## src/rtl/encoder_scan.sv

```systemverilog
// encoder_scan: sequential 8-to-3 encoder, the reverse of the 3-to-8 decoder.
// It accepts one vector with zero or more set bits. It then emits the index of
// each set bit, one per output beat, starting with the lowest index.
//
// Ports:
//   clk        clock; all state changes on the rising edge
//   rst        synchronous, active-high reset
//   in_valid   producer presents `in`
//   in_ready   block can accept a vector (IDLE and not in reset)
//   in         request vector, sampled only at accept
//   out_valid  out / out_none / out_last are valid (SCAN)
//   out_ready  consumer accepts the current beat
//   out        index of the lowest bit still pending
//   out_none   beat reports an all-zero input vector
//   out_last   final beat for the current vector
//
// WIDTH must equal 2**OUT_W.
module encoder_scan #(
    parameter int WIDTH = 8,
    parameter int OUT_W = 3
) (
    input  logic             clk,
    input  logic             rst,
    input  logic             in_valid,
    output logic             in_ready,
    input  logic [WIDTH-1:0] in,
    output logic             out_valid,
    input  logic             out_ready,
    output logic [OUT_W-1:0] out,
    output logic             out_none,
    output logic             out_last
);

    typedef enum logic {IDLE, SCAN} state_t;

    state_t           state_q, state_d;
    logic [WIDTH-1:0] pend_q, pend_d;
    logic             none_q, none_d;
    logic [OUT_W-1:0] low_idx;
    logic             single;
    logic             beat;

    // Find the lowest set bit of pending. The loop scans downward, so the
    // last assignment made is the one for the lowest index. An empty pending
    // register gives index 0, which is the value the zero-vector beat reports.
    always_comb begin
        low_idx = '0;
        for (int i = WIDTH - 1; i >= 0; i--) begin
            if (pend_q[i]) low_idx = OUT_W'(i);
        end
    end

    // The vector has exactly one set bit when it is non-zero and clearing its
    // lowest set bit leaves nothing.
    assign single = (pend_q != '0) && ((pend_q & (pend_q - WIDTH'(1))) == '0);

    assign out_valid = (state_q == SCAN);
    assign in_ready  = (state_q == IDLE) && !rst;
    assign out       = low_idx;
    assign out_none  = (state_q == SCAN) && none_q;
    assign out_last  = (state_q == SCAN) && (none_q || single);
    assign beat      = out_valid && out_ready;

    always_comb begin
        state_d = state_q;
        pend_d  = pend_q;
        none_d  = none_q;
        case (state_q)
            IDLE: begin
                if (in_valid) begin
                    state_d = SCAN;
                    pend_d  = in;
                    none_d  = (in == '0);
                end
            end
            SCAN: begin
                if (beat) begin
                    pend_d = pend_q & (pend_q - WIDTH'(1));
                    if (out_last) begin
                        state_d = IDLE;
                        none_d  = 1'b0;
                    end
                end
            end
            default: state_d = IDLE;
        endcase
    end

    always_ff @(posedge clk) begin
        if (rst) begin
            state_q <= IDLE;
            pend_q  <= '0;
            none_q  <= 1'b0;
        end else begin
            state_q <= state_d;
            pend_q  <= pend_d;
            none_q  <= none_d;
        end
    end

endmodule

```

## config.mk

```make
export PLATFORM = sky130hd
export DESIGN_NAME = encoder_scan
export DESIGN_NICKNAME = d
export VERILOG_FILES = /design/src/rtl/encoder_scan.sv
export SDC_FILE = /design/constraint.sdc
export NUM_CORES = 1
export LEC_CHECK = 0
export BUFFER_PORTS_ARGS = -buffer_cell sky130_fd_sc_hd__buf_2
export CAP_MARGIN = 20
export CELL_PAD_IN_SITES_DETAIL_PLACEMENT = 1
export CELL_PAD_IN_SITES_GLOBAL_PLACEMENT = 1
export CORE_ASPECT_RATIO = 1.25
export CORE_MARGIN = 2
export CORE_UTILIZATION = 36
export DETAILED_ROUTE_END_ITERATION = 10
export MAX_ROUTING_LAYER = met4
export PLACE_DENSITY_LB_ADDON = 0.1
export SLEW_MARGIN = 20
export SYNTH_ARGS = -nofsm -noshare
export SYNTH_HDL_FRONTEND = slang
export SYNTH_SLANG_ARGS = --single-unit
```

## constraint.sdc

```tcl
create_clock -name clk -period 3.3 [get_ports clk]
set_clock_uncertainty 0.2 [all_clocks]
set_input_delay 0.165 -clock clk [delete_from_list [all_inputs] [get_ports clk]]
set_output_delay 0.165 -clock clk [all_outputs]
set_load 0.02 [all_outputs]
```

# After elaboration in Yosys (flattened, before gate mapping)
# Cells that the tools add are included.
# word_totals
out_inout_bits,7
latchBits,0
memories,0
register_bits,10
inputBits,12
romBits,0
mem_bits_rw,0
elab_cells,40
# op_classes
n_addsub,1
bitwise_logic,2
n_lt_le_gt_ge,0
shifts,0
reduce_logical,12
n_eq_ne,3
div,0
n_mul,0
n_mux,19
# op_table
op,count
two-way mux 3 bit,8
logical NOT 8 bit,2
two-way mux 8 bit,2
case mux 8 bit (2 select lines),1
bitwise AND 8 bit,1
nonzero test 8 bit,1
subtractor 8 x 1 -> 8 bit (second input constant),1
two-way mux 1 bit,6
logical AND 1 bit,5
inequality test 2 bit (second input constant),2
case mux 1 bit (2 select lines),2
AND reduction 3 bit,1
inequality test 2 x 1 -> 1 bit (second input constant),1
AND reduction 2 bit,1
logical NOT 1 bit,1
logical OR 1 bit,1
NOT 1 bit,1

# Longest topological paths before layout
# logic_depth
ltp_word,9
mapped_depth,5
ltp_nobuf,4

# Least setup slack after synthesis
# OpenSTA, ideal clock, no wires.
# synth_path
path_type,register to output
start,register pend_q[0]
end,output port out_last
setup_slack_ps,1532
arrival_time_ps,1403
n_path_buf,0
required_time_ps,2935
stages_incl_launch_ff,5
path_cell_list,dfxtp_1 > nor4_1 > nand2_1 > o311ai_1 > and3_2
# synth_via
elab_chain_len,6
elab_cells_between_ends,7
cone_classes,add/sub: 1; bitwise: 1; reduce/logical: 5
# synth_rtl
item,line,text
"start, declared",37,"logic [WIDTH-1:0] pend_q, pend_d;"
"start signal, assigned",96,pend_q <= pend_d;
subtractor 8 x 1 -> 8 bit,55,assign single = (pend_q != '0) && ((pend_q & (pend_q - WIDTH'(1))) == '0);
bitwise AND 8 bit,55,
logical NOT 8 bit,55,
logical AND 1 bit *,55,
logical OR 1 bit *,61,assign out_last = (state_q == SCAN) && (none_q || single);
logical AND 1 bit *,61,
"end, declared",31,output logic out_last
# Every way passes the cells marked *; elsewhere a longest branch is shown, timed or not.

# Worst setup path after layout
# layout_path
start,register pend_q[0]
end,register pend_q[5]
# layout_via
elab_chain_len,4
# layout_rtl
item,line,text
subtractor 8 x 1 -> 8 bit,78,pend_d = pend_q & (pend_q - WIDTH'(1));
bitwise AND 8 bit,78,
two-way mux 8 bit,77,if (beat) begin
case mux 8 bit (2 select lines),68,case (state_q)
# No other way between the ends. The select of a mux whose other input is x is not followed.
# A chain may end at the register's enable or synchronous reset.

==> reports/metrics.cfg <==
[outcome]
outcome=finished with violations
violations=negative hold slack

[min_path]
whs_endpoint=pend_q[7]
min_from=in[7]
hp-class=input pin to flop
hold_depth=3

[cts]
cts_inserted_buffers=3
cts_root_buf=clkbuf_4
clk-insertion-delay-late_ns=0.28
ctsResizeCount=0
clockBufferDepth=2
path_clk_slew_ns=0.07
numClockSinks=10
h-tree-depth=1
tritoncts=done

[floorplanning]
io_pins=19
die_h_um=49.5
initial_core_util_pct=38.1
die_area_um2=2000
rows=16
die_x_um=40.4
core_area_um2=1560

[cells_and_area]
fill_cells=198
num_antenna_cells=0
drive_gt1_share_pct=21.8
final_area_um2=830
stdcell_count=128
nNetsFinal=123
regArea_um2=200
multi_input_area_um2=369
fin_util_pct=53.1
area_growth_pct=39.3

[sta]
finalHoldViolations=1
period_share_pct=74.2
relSlewSlack_pct=57.9
maxSlewViolCount=0
fmax_mhz=408
tns_ns=0
worst_pin_slew_ns=0.625
hold_slack_ns=-0.00118
finalSetupViolations=0
fin_crit_ns=2.45
rsz0062_at_grt=no

[synthesis]
synth.distinct_cells=28
syn_inst=82
synth.area.top_cells=dfxtp_1, a21oi_1, nand3_1
yosys_warnings=0
synth_nets=94
yosysMostFrequentCell=a21oi_1
synth_area_um2=596
postSynthAreaPerCell_um2=7.26
synth_ff_type=dfxtp_1
yosysSeqAreaShare_pct=33.6
async_flop_share_pct=0
synth.largest_area_cell=dfxtp_1
yosys-top-cells-count=a21oi_1, dfxtp_1, nand2_1
synth_seq_cells=10
synth_top_area_share_pct=33.6
synth-edff-count=0

[critical_path]
path_cells=or4_4 > o311ai_0 > a21oi_1 > dlygate4sd3_1
cp_top_family=compound AO/OA/AOI/OAI gates
startpoint_type=flop
path_buf_inv=1
required_ns=3.27
critPathArrivalTime_ns=2.42
worstSetupPathType=flop to flop
timing.rr.start=pend_q[0]
reg2reg_to=pend_q[5]
ff2ff_path_depth=4
cp_max_fo=6
rrSetupSlack_ns=0.85
crit_slowest_cell=or4_4
worstSetupEndpointType=flop
crit_start=pend_q[0]
critPathMaxStageDelay_ns=0.58

[routing]
drc=0
ant_nets=0
first_pass_iters=4
drt_wl_total_um=2020
drt_iter0_markers=11
viasPerCell=5.64
wl_per_cell_um=15.8
via_count=722

[place]
dp.cells=114
gp_congestion=0.742
port_buffers=18
dpl.hpwl_um=1410
placed_cell_area_um2=693

[global_route]
grt_max_degree=12
grt_pass1_wl_um=3300
track_usage_pct=25.0
grt_pass1_vias=751
antenna_found_initial=0
overflow=0

[job]
drv_cap=0

[power_and_ir_drop]
p_leak_uw=0.000341
sequentialPowerShare_pct=39.8
ir_drop_uv=280
swShare_pct=32.6
p_clk_share_pct=32.1
net-switching-power_uw=116
power_density_nw_per_um2=429
power.internal_uw=240
p_comb_share_pct=28.1

## cell usage in the layout, fill, tap and decap left out, drive strengths merged, types with 2 or more instances in the layout
cell / instances
buf: 18
a21oi: 11
dlygate4sd3: 10
dfxtp: 10
nand2: 9
nor2: 8
nand3: 7
nor4: 5
clkbuf: 4
o21ai: 3
inv: 3
nand2b: 2
and2: 2
a21boi: 2
o311ai: 2
## worst max-delay path by stage
| stage | cells after the start | endpoint | slack (ns) |
|---|---|---|---|
| finish | 4 | pend_q[5] | 0.85 |
| global route | 5 | out_last | 0.75 |
| CTS | 5 | out_last | 0.89 |
| detailed placement | 5 | out_last | 1.18 |
| global placement | 5 | out_last | 1.34 |
| floorplan | 4 | out_last | 1.53 |
## registers in the layout, indices dropped and copies added (netlist names)
register   flops
out_valid      1
none_q         1
pend_q         8
## metrics by stage
step / worst slack (ns) / total power (uW)
after floorplan: 1.53 / 203
after global placement: 1.34 / 231
after detailed placement: 1.18 / 233
after CTS: 0.889 / 356
after global routing: 0.752 / 375
final: 0.851 / 356
## worst reg2reg max path, delay by kind of cell (launching register included)
| kind | cells | cell delay [ns] |
|---|---|---|
| buf+inv | 1 | 0.57 |
| compound gates | 2 | 0.64 |
| simple gates | 1 | 0.58 |
| flops | 1 | 0.36 |
## area by class of cell
type / instances / share of cell area, %
Clock buffer: 4 / 4.37
Sequential cell: 10 / 24.1
Inverter: 3 / 1.36
Multi-Input combinational cell: 65 / 44.5
Timing Repair Buffer: 28 / 22.9
Tap cell: 18 / 2.71
## cell families (layout without fill, tap and decap cells)
family,Yosys count,in the layout,share of synthesized area (%)
mux,1,1,1.68
flops,10,10,33.6
buf+inv,7,35,4.41
xor+xnor,1,1,1.47
compound gates,25,25,26.3
simple gates,38,38,32.6
## repair_timing
action	4_1_cts	5_1_grt
hold buffers	10	0
setup endpoints to repair	0	0
buffers inserted	0	0
hold endpoints to repair	7	0
## metal layers
metal	track usage, %	routed length (um)	up-vias
met5	-	0	-
met2	42.6	1100	25
met1	26.2	801	334
li1	-	-	358
met3	4.05	75	5
met4	11.7	48	0
## power groups by stage
| stage | combinational, uW | clock [uW] | sequential [uW] |
|---|---|---|---|
| floorplan | 63.0 | 0 | 140 |
| global placement | 87.9 | 0 | 143 |
| detailed placement | 89.2 | 0 | 144 |
| CTS | 98.8 | 116 | 141 |
| global route | 110 | 122 | 144 |
| finish | 99.9 | 114 | 141 |
Power figures use the tool's default switching activity.
